File: src/rtl/minhash_collector_if.sv
// ============================================================================
// Module      : minhash_collector_if
// Description : Hash-stream input, signature-stream output and document
//               control signals of the MinHash collector. The slave modport
//               is the collector's view; the master modport is the
//               surrounding system's view.
// Revision    : 1.0 - initial release
// ============================================================================
`default_nettype none

interface minhash_collector_if #(
  parameter int NUM_HASH = 4,
  parameter int IDX_W    = $clog2(NUM_HASH)
);
  // Document control
  logic             start;
  logic             busy;
  logic             done;
  logic             dropped;
  // Hash stream from the murmur units
  logic [31:0]      hash_val;
  logic             hash_valid;
  logic             last_shingle;
  logic [IDX_W-1:0] seed_idx;
  // Signature stream toward LSH banding
  logic [31:0]      sig_out;
  logic [IDX_W-1:0] sig_idx;
  logic             sig_valid;
  logic             sig_ready;

  modport master (
    output start, hash_val, hash_valid, last_shingle, sig_ready,
    input  busy, done, dropped, seed_idx, sig_out, sig_idx, sig_valid
  );

  modport slave (
    input  start, hash_val, hash_valid, last_shingle, sig_ready,
    output busy, done, dropped, seed_idx, sig_out, sig_idx, sig_valid
  );
endinterface

`default_nettype wire

File: src/rtl/minhash_collector.sv
// ============================================================================
// Module      : minhash_collector
// Description : Keeps the running unsigned minimum of every seed's hash over
//               all shingles of a document, drives the seed index back to the
//               hash stage, then streams the finished MinHash signature out
//               one word per accepted beat.
// Revision    : 1.0 - initial release
// ============================================================================
`default_nettype none

module minhash_collector #(
  parameter int NUM_HASH = 4,
  parameter int IDX_W    = $clog2(NUM_HASH)
) (
  input  logic                  clk,
  input  logic                  reset,
  minhash_collector_if.slave    bus
);

  localparam logic [IDX_W-1:0] c_LAST_IDX = IDX_W'(NUM_HASH - 1);
  localparam logic [31:0]      c_MIN_INIT = 32'hFFFF_FFFF;

  typedef enum logic [1:0] {
    S_IDLE    = 2'd0,
    S_COLLECT = 2'd1,
    S_DRAIN   = 2'd2
  } state_t;

  state_t           r_state;
  logic [31:0]      r_min [NUM_HASH];
  logic [IDX_W-1:0] r_seed_idx;
  logic [IDX_W-1:0] r_rd_idx;
  logic [31:0]      r_sig_out;
  logic             r_sig_valid;
  logic             r_busy;
  logic             r_done;
  logic             r_dropped;

  logic             w_hash_lower;
  logic [IDX_W-1:0] w_rd_next;
  logic             w_last_beat;

  // Unsigned compare: an equal hash leaves the stored minimum untouched.
  assign w_hash_lower = bus.hash_val < r_min[r_seed_idx];
  // Index wraps naturally because NUM_HASH is a power of two.
  assign w_rd_next    = r_rd_idx + 1'b1;
  assign w_last_beat  = (r_seed_idx == c_LAST_IDX) && bus.last_shingle;

  // Collector state machine: min tracking, seed sequencing and signature drain.
  always_ff @(posedge clk or posedge reset) begin
    if (reset) begin
      r_state     <= S_IDLE;
      r_seed_idx  <= '0;
      r_rd_idx    <= '0;
      r_sig_out   <= '0;
      r_sig_valid <= 1'b0;
      r_busy      <= 1'b0;
      r_done      <= 1'b0;
      r_dropped   <= 1'b0;
      for (int i = 0; i < NUM_HASH; i++) begin
        r_min[i] <= c_MIN_INIT;
      end
    end else begin
      r_done <= 1'b0;
      case (r_state)
        S_IDLE: begin
          if (bus.start) begin
            // A start in the same cycle as a stray hash wins: dropped clears.
            for (int i = 0; i < NUM_HASH; i++) begin
              r_min[i] <= c_MIN_INIT;
            end
            r_seed_idx <= '0;
            r_dropped  <= 1'b0;
            r_busy     <= 1'b1;
            r_state    <= S_COLLECT;
          end else if (bus.hash_valid) begin
            r_dropped <= 1'b1;
          end
        end

        S_COLLECT: begin
          if (bus.hash_valid) begin
            if (w_hash_lower) begin
              r_min[r_seed_idx] <= bus.hash_val;
            end
            r_seed_idx <= r_seed_idx + 1'b1;
            if (w_last_beat) begin
              // The final beat only touches the last seed, so min[0] is
              // already final and can be presented as the first word.
              r_seed_idx  <= '0;
              r_rd_idx    <= '0;
              r_sig_out   <= r_min[0];
              r_sig_valid <= 1'b1;
              r_state     <= S_DRAIN;
            end
          end
        end

        S_DRAIN: begin
          if (bus.hash_valid) begin
            r_dropped <= 1'b1;
          end
          if (bus.sig_ready) begin
            r_rd_idx <= w_rd_next;
            if (r_rd_idx == c_LAST_IDX) begin
              r_sig_out   <= '0;
              r_sig_valid <= 1'b0;
              r_busy      <= 1'b0;
              r_done      <= 1'b1;
              r_state     <= S_IDLE;
            end else begin
              r_sig_out <= r_min[w_rd_next];
            end
          end
        end

        default: begin
          r_state <= S_IDLE;
        end
      endcase
    end
  end

  assign bus.seed_idx  = r_seed_idx;
  assign bus.sig_out   = r_sig_out;
  assign bus.sig_idx   = r_rd_idx;
  assign bus.sig_valid = r_sig_valid;
  assign bus.busy      = r_busy;
  assign bus.done      = r_done;
  assign bus.dropped   = r_dropped;

endmodule

`default_nettype wire

File: src/flat_wrapper.sv
// flat-port wrapper written by rule: the top's interface ports become plain ports
module minhash_collector_flat 
#(
  parameter int NUM_HASH = 4,
  parameter int IDX_W    = $clog2(NUM_HASH)
)
  (clk, reset, bus_start, bus_hash_val, bus_hash_valid, bus_last_shingle, bus_sig_ready, bus_busy, bus_done, bus_dropped, bus_seed_idx, bus_sig_out, bus_sig_idx, bus_sig_valid);
  minhash_collector_if #(.NUM_HASH(NUM_HASH), .IDX_W(IDX_W)) bus_i ();
  input  logic clk;
  input  logic reset;
  input wire logic [$bits(bus_i.start)-1:0] bus_start;
  input wire logic [$bits(bus_i.hash_val)-1:0] bus_hash_val;
  input wire logic [$bits(bus_i.hash_valid)-1:0] bus_hash_valid;
  input wire logic [$bits(bus_i.last_shingle)-1:0] bus_last_shingle;
  input wire logic [$bits(bus_i.sig_ready)-1:0] bus_sig_ready;
  output wire logic [$bits(bus_i.busy)-1:0] bus_busy;
  output wire logic [$bits(bus_i.done)-1:0] bus_done;
  output wire logic [$bits(bus_i.dropped)-1:0] bus_dropped;
  output wire logic [$bits(bus_i.seed_idx)-1:0] bus_seed_idx;
  output wire logic [$bits(bus_i.sig_out)-1:0] bus_sig_out;
  output wire logic [$bits(bus_i.sig_idx)-1:0] bus_sig_idx;
  output wire logic [$bits(bus_i.sig_valid)-1:0] bus_sig_valid;
  assign bus_i.start = bus_start;
  assign bus_i.hash_val = bus_hash_val;
  assign bus_i.hash_valid = bus_hash_valid;
  assign bus_i.last_shingle = bus_last_shingle;
  assign bus_i.sig_ready = bus_sig_ready;
  assign bus_busy = bus_i.busy;
  assign bus_done = bus_i.done;
  assign bus_dropped = bus_i.dropped;
  assign bus_seed_idx = bus_i.seed_idx;
  assign bus_sig_out = bus_i.sig_out;
  assign bus_sig_idx = bus_i.sig_idx;
  assign bus_sig_valid = bus_i.sig_valid;
  minhash_collector #(.NUM_HASH(NUM_HASH), .IDX_W(IDX_W)) u_core (.clk(clk), .reset(reset), .bus(bus_i));
endmodule
File: config.mk
export PLATFORM = sky130hd
export DESIGN_NAME = minhash_collector_flat
export DESIGN_NICKNAME = d
export VERILOG_FILES = /design/src/rtl/minhash_collector_if.sv /design/src/rtl/minhash_collector.sv /design/src/flat_wrapper.sv
export SDC_FILE = /design/constraint.sdc
export NUM_CORES = 1
export LEC_CHECK = 0
export CORE_MARGIN = 4
export CORE_UTILIZATION = 35
export CTS_BUF_LIST = sky130_fd_sc_hd__clkbuf_4
export DETAILED_ROUTE_END_ITERATION = 10
export SKIP_LAST_GASP = 1
export SLEW_MARGIN = 30
export SYNTH_ARGS = -nofsm -noshare
export SYNTH_HDL_FRONTEND = slang
export SYNTH_SLANG_ARGS = --single-unit
File: constraint.sdc
create_clock -name clk -period 7.63 [get_ports clk]
set_input_delay 1.526 -clock clk [delete_from_list [all_inputs] [get_ports clk]]
set_output_delay 1.526 -clock clk [all_outputs]
set_load 0.02 [all_outputs]
==> impl_metrics.tcl, run 1 <==
set metrics [dict create \
    async_flop_share 1.00 \
    num_io_pins 78 \
    grtUsageTotal 0.170 \
    synth_edf_count 0 \
    numClockSinks 170 \
    die_area_mm2 0.0281 \
    cts.clk_slew.worst_paths_ns 0.14 \
    final_nets 801 \
    ctsRootBufferMaster "clkbuf_4" \
    die_x_um 168 \
    drt-pass1-iter-count 7 \
    io_buffers 77 \
    path_class "reg2reg" \
    grt_overflow 0 \
    yosys.cell_types.count 38 \
    ctsResizeCount 0 \
    ys.warnings.count 0 \
    grt_pass1_vias 6343 \
    timing.fmax_mhz 219 \
    setup_viol 0 \
    totalWireLength_um 23400 \
    dpl.hpwl_um 14600 \
    synth_area_mm2 0.00891 \
    slew_headroom 0.364 \
    post_cts_buffers 0 \
    synth-seq-cells 170 \
    multi_input_area_mm2 0.00409 \
    syn_area_per_cell_um2 13.3 \
    hold_violations 0 \
    drv_cap 0 \
    wl_per_cell_um 21.9 \
    ant_nets 0 \
    setup_slack_ns 3.06 \
    rsz0062_at_grt "false" \
    cts_buffers 17 \
    status "completed" \
    worst_ep_required_time_ns 8.15 \
    cts_max_path_buffers 2 \
    setup-tns-final_ns 0 \
    cp.arrival_ns 5.09 \
    layout-drive-gt1-share 0.336 \
    rows 58 \
    clk_latency_ns 0.59 \
    yosysSeqAreaShare 0.495 \
    period_needed_ns 4.57 \
    syn_nets 743 \
    hold_class "reg2reg" \
    antenna_found_initial 1 \
    areaGrowthSynthToFinish_pct 14.9 \
    synthCells 669 \
    fillers 2400 \
    worstSetupEndpointType "register" \
    worst_hold_slack_ns 0.481 \
    htreeDepth 4 \
    cts_tree "done" \
    ctsHoldBuffers 0 \
    drcViolationCount 0 \
    tightest_slew_ns 0.953 \
    grt_max_degree 98 \
    drt-initial-drc-count 436 \
    path_max_fanout 21 \
    viasPerCell 5.69 \
    p_leak_nw 3.99 \
    ff_latch_area_mm2 0.00442 \
    routabilityCongestion 0.787 \
    finClkSkew_ns 0.0217 \
    vias 6090 \
    ys.flop_type "dfstp_2" \
    start_util 0.355 \
    grt_pass1_wl_um 37500 \
    period_share 0.599 \
    slew_violations 0 \
    coreArea_mm2 0.0251 \
    final_cell_mix "o22a_1 (128), dfstp_2 (128), nand2_1 (79), clkdlybuf4s50_1 (77), mux4_2 (64)" \
    die_h_um 168 \
    place_ws_ns 2.79 \
    ir_drop_uv 148 \
    start_kind "register" \
    p_per_area_mw_per_mm2 426 \
]
## state kept, by name, summed over array words and instances (netlist names)
name / cells
u_core.bus.sig_valid: 1
u_core.r_state: 2
u_core.bus.busy: 1
u_core.bus.sig_out: 32
u_core.bus.sig_idx: 2
u_core.r_min: 128
u_core.bus.done: 1
u_core.bus.dropped: 1
u_core.bus.seed_idx: 2
## final timing paths
check | startpoint | endpoint | slack (ns) | cells after the start
max | u_core.bus.seed_idx[0] | u_core.r_min[110] | 3.06 | 11
min | u_core.bus.sig_out[12] | u_core.bus.sig_out[12] | 0.48 | 2
min reg2reg | u_core.bus.sig_out[12] | u_core.bus.sig_out[12] | 0.48 | 2
min in group asynchronous | reset | u_core.bus.sig_out[5] | 1.42 | 2
max in group asynchronous | reset | u_core.bus.sig_out[20] | 5.12 | 3
max reg2reg | u_core.bus.seed_idx[0] | u_core.r_min[110] | 3.06 | 11
## cell usage after synthesis (8+ instances only)
library cell    n  share of area
buf_2          12         0.0067
nor2_1         11         0.0046
dfstp_2       128           0.38
nand2_1        79          0.033
o21ai_0         9         0.0051
a21oi_1         8         0.0045
o22a_1        128           0.13
a22oi_1        32          0.027
nand4_1        10         0.0070
inv_1          36          0.015
mux4_2         64           0.16
clkbuf_1       18         0.0076
ha_1           36          0.051
buf_6          13          0.016
dfrtp_1        42           0.12
## per-stage QoR
stage	std cells	instance area [µm²]	utilization	power (W)
6_report	1071	10200	0.408	0.00437
5_1_grt	1071	10200	0.408	0.00467
4_1_cts	1069	10200	0.406	0.00440
3_5_place_dp	1037	9910	0.395	0.00385
3_3_place_gp	1037	9910	0.395	0.00380
2_1_floorplan	669	8910	-	0.00326
## critical path, cell delays in order (launching register included)
cell,delay [ns]
dfrtp_2,0.78
buf_4,0.50
mux4_2,0.57
inv_1,0.07
ha_1,0.23
a21oi_1,0.14
nor2_1,0.05
a211oi_1,0.30
o221a_2,0.38
nand4_1,0.74
buf_4,0.51
o22a_1,0.21
## cells by family (layout without fill, tap and decap cells)
| logic type | Yosys count | in the layout | share of synthesized area |
|---|---|---|---|
| compound gates | 200 | 200 | 0.189 |
| flops | 170 | 170 | 0.495 |
| simple gates | 112 | 112 | 0.0539 |
| buf+inv | 86 | 157 | 0.0489 |
| mux | 65 | 65 | 0.163 |
| fa+ha+maj | 36 | 36 | 0.0505 |
| other cells | 0 | 1 | 0 |
## cell type report
type                            count  area share
Sequential cell                   170       0.431
Clock inverter                     15      0.0160
Clock buffer                       17      0.0125
Timing Repair Buffer               89      0.0864
Multi-Input combinational cell    413       0.399
Tap cell                          330      0.0403
Inverter                           36      0.0139
Antenna cell                        1    0.000244
## report_power, final
group	leakage, nW	switching [W]	internal (W)	total, W
Clock	0.161	0.000345	0.000202	0.000546
Combinational	1.96	0.00101	0.00107	0.00208
Sequential	1.87	0.000299	0.00144	0.00174
Total	3.99	0.00165	0.00271	0.00437
## per-layer routing
metal	global-route usage	vias to the layer above	part of all wire
met5	0	-	0
met4	0.0466	0	0.013
met3	0.0293	28	0.042
met2	0.286	153	0.51
met1	0.228	3195	0.44
li1	-	2714	-
Note: power is estimated with default switching activity, not from simulation.
==> run 2, diff against run 1 <==
clock period = 3.74 ns   (was 7.63 ns; I/O delays follow)
==> run 2 against run 1 <==
Via count is 0.23% lower. Setup slack lost 2.7 ns. Critical path depth is the same. Global-route usage decreased by 0.14 points. Highest routed layer unchanged.
==> impl_metrics.tcl, run 2 (synthesized netlist as in run 1, its figures left out) <==
set metrics [dict create \
    status "completed" \
    finClkSkew_ns 0.0259 \
    path_class "reg2reg" \
    routabilityCongestion 0.759 \
    grt_pass1_wl_um 37100 \
    die_area_mm2 0.0281 \
    cts_buffers 17 \
    dpl.hpwl_um 14900 \
    fin_util 0.414 \
    die_h_um 168 \
    cp.arrival_ns 3.89 \
    tightest_slew_ns 0.853 \
    drv_cap 0 \
    antenna_found_initial 1 \
    wl_per_cell_um 21.5 \
    r2r_start "u_core.bus.seed_idx[0]" \
    setup-tns-final_ns 0 \
    min_from "u_core.bus.sig_out[24]" \
    top_register "u_core.r_min" \
    hold_class "reg2reg" \
    worst_ep_required_time_ns 4.23 \
    cts.clk_slew.worst_paths_ns 0.13 \
    ff_latch_area_mm2 0.00442 \
    start_kind "register" \
    period_needed_ns 3.40 \
    clk_latency_ns 0.57 \
    largest_reg_flops 128 \
    multi_input_area_mm2 0.00408 \
    fillers 2428 \
    areaGrowthSynthToFinish_pct 16.7 \
    period_share 0.908 \
    num_io_pins 78 \
    p_per_area_mw_per_mm2 870 \
    slew_violations 0 \
    hold_violations 0 \
    start_util 0.355 \
    hold_depth 2 \
    p_leak_nw 4.06 \
    viasPerCell 5.61 \
    ctsRootBufferMaster "clkbuf_4" \
    cts_max_path_buffers 2 \
    grt_pass1_vias 6353 \
    ctsResizeCount 0 \
    drcViolationCount 0 \
    numClockSinks 170 \
    grt_max_degree 47 \
    totalWireLength_um 23300 \
    setup_viol 0 \
    slew_headroom 0.430 \
    ir_drop_uv 270 \
    r2r_end "u_core.r_min[13]" \
    coreArea_mm2 0.0251 \
    min_to "u_core.bus.sig_out[24]" \
    drt-pass1-iter-count 4 \
    path_max_fanout 32 \
    layout-drive-gt1-share 0.346 \
    grt_overflow 0 \
    ant_nets 0 \
    rsz0062_at_grt "false" \
    vias 6076 \
    post_cts_buffers 0 \
    io_buffers 77 \
    die_x_um 168 \
    reg2regPathDepth 11 \
    timing.fmax_mhz 295 \
    grtUsageTotal 0.169 \
    drt-initial-drc-count 270 \
    worstSetupStartpoint "u_core.bus.seed_idx[0]" \
    rows 58 \
    ctsHoldBuffers 0 \
    cts_tree "done" \
    htreeDepth 4 \
    final_nets 813 \
    reg2reg_slack_ns 0.34 \
    final_cell_mix "o22a_1 (128), dfstp_2 (128), nand2_1 (79), clkdlybuf4s50_1 (77), mux4_2 (64)" \
    worstSetupEndpointType "register" \
]
-- run 2: cell types whose count changed in the layout (fill, tap and decap cells not counted), sizes merged --
cell	delta
buf	+12
inv	-5
clkinvlp	+4
bufinv	+2
clkinv	-2
clkbuf	+1
-- run 2: report_power, final --
| group | switching [W] | leakage, nW | internal, W | total, W |
|---|---|---|---|---|
| Combinational | 0.00212 | 2.02 | 0.00224 | 0.00436 |
| Clock | 0.000668 | 0.167 | 0.000541 | 0.00121 |
| Sequential | 0.000531 | 1.87 | 0.00295 | 0.00348 |
-- run 2: worst max-delay path by stage --
stage	endpoint	slack, ns	cells after the start
6_report	u_core.r_min[13]	0.34	11
5_1_grt	u_core.r_min[46]	0.19	11
4_1_cts	u_core.r_min[24]	0.33	11
3_5_place_dp	u_core.r_min[86]	0.19	8
3_3_place_gp	u_core.r_min[1]	0.21	8
2_1_floorplan	u_core.r_min[0]	0.34	12
-- run 2: stage by stage --
stage | instance area, µm² | hold slack [ns] | power, W | worst slack (ns) | cells
floorplan | 8920 | 0.552 | 0.00665 | 0.335 | 669
global route | 10400 | 0.514 | 0.00968 | 0.188 | 1083
finish | 10400 | 0.478 | 0.00905 | 0.345 | 1083
global placement | 10100 | 0.452 | 0.00784 | 0.212 | 1050
detailed placement | 10100 | 0.455 | 0.00792 | 0.192 | 1050
CTS | 10400 | 0.486 | 0.00915 | 0.326 | 1082
-- run 2: final cells by class --
type,instances,share of cell area
Timing Repair Buffer,101,0.0975
Clock buffer,18,0.0130
Inverter,36,0.0134
Sequential cell,170,0.425
Multi-Input combinational cell,413,0.393
Clock inverter,14,0.0188
Antenna cell,1,0.000241
Tap cell,330,0.0397
-- run 2: metal layers --
| metal | track usage | part of all wire |
|---|---|---|
| met5 | 0 | 0 |
| met4 | 0.0547 | 0.011 |
| met3 | 0.0286 | 0.029 |
| met2 | 0.289 | 0.52 |
| met1 | 0.218 | 0.45 |
-- run 2: critical path, cell delays in order (launching register included) --
cell and delay [ns]:
dfrtp_2 0.41, buf_4 0.28, buf_4 0.20, mux4_2 0.49
inv_1 0.07, ha_1 0.12, nand4_1 0.13, nor3_1 0.37
o21ai_0 0.20, o221a_2 0.36, a31o_4 0.44, o22a_1 0.27
==> run 3, diff against run 2 <==
PLACE_DENSITY = 0.56   (was default)
clock period = 3.9 ns   (was 3.74 ns; I/O delays follow)
==> run 3 against run 2 <==
Fmax up 0.37%. Sequential share of layout area up 0.11 points. Non-clock buffer count down 1. Global-route usage up 0.71 points. Critical path depth down 1. Clock power down 7%. Combinational power down 3%. Sequential cell count unchanged. Largest cell class unchanged.
==> impl_metrics.tcl, run 3 (synthesized netlist as in run 1, its figures left out) <==
set metrics [dict create \
    drcViolationCount 0 \
    numClockSinks 170 \
    slew_violations 0 \
    start_kind "register" \
    cp.arrival_ns 3.89 \
    grt_pass1_wl_um 38800 \
    cts_max_path_buffers 2 \
    netSwitchingFraction 0.372 \
    die_area_mm2 0.0281 \
    vias 6233 \
    die_h_um 168 \
    seqPwrFrac 0.384 \
    internal_power_w 0.00550 \
    finClkSkew_ns 0.0195 \
    drt-initial-drc-count 346 \
    ant_nets 0 \
    ctsResizeCount 0 \
    ir_drop_uv 288 \
    worst_ep_required_time_ns 4.41 \
    worstSetupEndpointType "register" \
    path_class "reg2reg" \
    cts.clk_slew.worst_paths_ns 0.13 \
    grt_max_degree 171 \
    totalWireLength_um 24300 \
    ctsHoldBuffers 0 \
    routabilityCongestion 0.815 \
    period_share 0.867 \
    power_switching_w 0.00325 \
    hold_violations 0 \
    coreArea_mm2 0.0251 \
    timing.fmax_mhz 296 \
    grt_overflow 0 \
    post_cts_buffers 0 \
    slew_headroom 0.581 \
    final_cell_mix "o22a_1 (128), dfstp_2 (128), nand2_1 (79), clkdlybuf4s50_1 (77), mux4_2 (64)" \
    wl_per_cell_um 22.4 \
    rsz0062_at_grt "false" \
    io_buffers 77 \
    drv_cap 0 \
    p_per_area_mw_per_mm2 844 \
    start_util 0.355 \
    num_io_pins 78 \
    grt_pass1_vias 6767 \
    cts_buffers 17 \
    path_max_fanout 32 \
    tightest_slew_ns 0.628 \
    dpl.hpwl_um 15500 \
    p_leak_nw 4.04 \
    clk_latency_ns 0.57 \
    fillers 2387 \
    final_nets 812 \
    status "completed" \
    pwr-share-comb 0.486 \
    antenna_found_initial 2 \
    clockPowerShare 0.130 \
    drt-pass1-iter-count 5 \
    htreeDepth 4 \
    layout-drive-gt1-share 0.342 \
    setup-tns-final_ns 0 \
    top_register "u_core.r_min" \
    grtUsageTotal 0.176 \
    rows 58 \
    hold_class "reg2reg" \
    setup_viol 0 \
    viasPerCell 5.76 \
    fin_util 0.413 \
    ctsRootBufferMaster "clkbuf_4" \
    period_needed_ns 3.38 \
    cts_tree "done" \
    largest_reg_flops 128 \
    areaGrowthSynthToFinish_pct 16.4 \
    die_x_um 168 \
]
-- run 3: cell count changes in the layout (fill, tap and decap cells not counted), sizes merged --
cell,delta
inv,-2
buf,-1
clkbuf,+1
clkinv,+1
diode,+1
-- run 3: layout make-up --
type	instances	area (µm²)	area share
Tap cell	330	413	0.0398
Inverter	36	139	0.0134
Timing Repair Buffer	100	1000	0.0965
Clock inverter	13	176	0.0170
Sequential cell	170	4420	0.426
Antenna cell	2	5.00	0.000483
Clock buffer	19	143	0.0138
Multi-Input combinational cell	413	4080	0.393
-- run 3: through the flow --
| stage | instance area, µm² | std cells | total power [W] | hold slack (ns) | setup WS [ns] |
|---|---|---|---|---|---|
| 6_report | 10400 | 1083 | 0.00875 | 0.482 | 0.517 |
| 5_1_grt | 10400 | 1083 | 0.00934 | 0.515 | 0.314 |
| 4_1_cts | 10300 | 1080 | 0.00884 | 0.486 | 0.525 |
| 3_5_place_dp | 10000 | 1048 | 0.00767 | 0.455 | 0.362 |
| 3_3_place_gp | 10000 | 1048 | 0.00753 | 0.452 | 0.413 |
| 2_1_floorplan | 8920 | 669 | 0.00637 | 0.552 | 0.495 |
-- run 3: per-layer routing --
layer	vias to the layer above	global-route usage	wire length [µm]
met5	-	0	0
met4	0	0.0667	589
met3	34	0.0359	1030
met2	180	0.299	12400
met1	3289	0.221	10300
li1	2730	-	-
-- run 3: critical path: stages (launching register included) --
cell      delay (ns)
dfrtp_2         0.41
buf_4           0.26
mux4_2          0.55
inv_1           0.07
ha_1            0.24
a211oi_1        0.22
nor2_1          0.08
o31ai_1         0.39
a31o_4          0.30
a31o_4          0.57
o22a_1          0.24
-- run 3: final timing paths --
path	from	endpoint	slack [ns]	cells after the start
worst max-delay path	u_core.bus.seed_idx[0]	u_core.r_min[111]	0.52	10
worst min register to register	u_core.bus.sig_out[8]	u_core.bus.sig_out[8]	0.48	2
max in group asynchronous	reset	u_core.r_min[25]	2.41	4
worst min-delay path	u_core.bus.sig_out[8]	u_core.bus.sig_out[8]	0.48	2
min in group asynchronous	reset	u_core.bus.sig_out[11]	0.64	3
worst max register to register	u_core.bus.seed_idx[0]	u_core.r_min[111]	0.52	10
-- run 3: power by group through the flow --
| stage | Combinational, W | Sequential [W] | Clock [W] |
|---|---|---|---|
| after detailed placement | 0.00428 | 0.00339 | 0 |
| after CTS | 0.00430 | 0.00335 | 0.00118 |
| final | 0.00425 | 0.00336 | 0.00113 |
| after floorplan | 0.00294 | 0.00343 | 0 |
| after global routing | 0.00464 | 0.00345 | 0.00124 |
| after global placement | 0.00421 | 0.00332 | 0 |
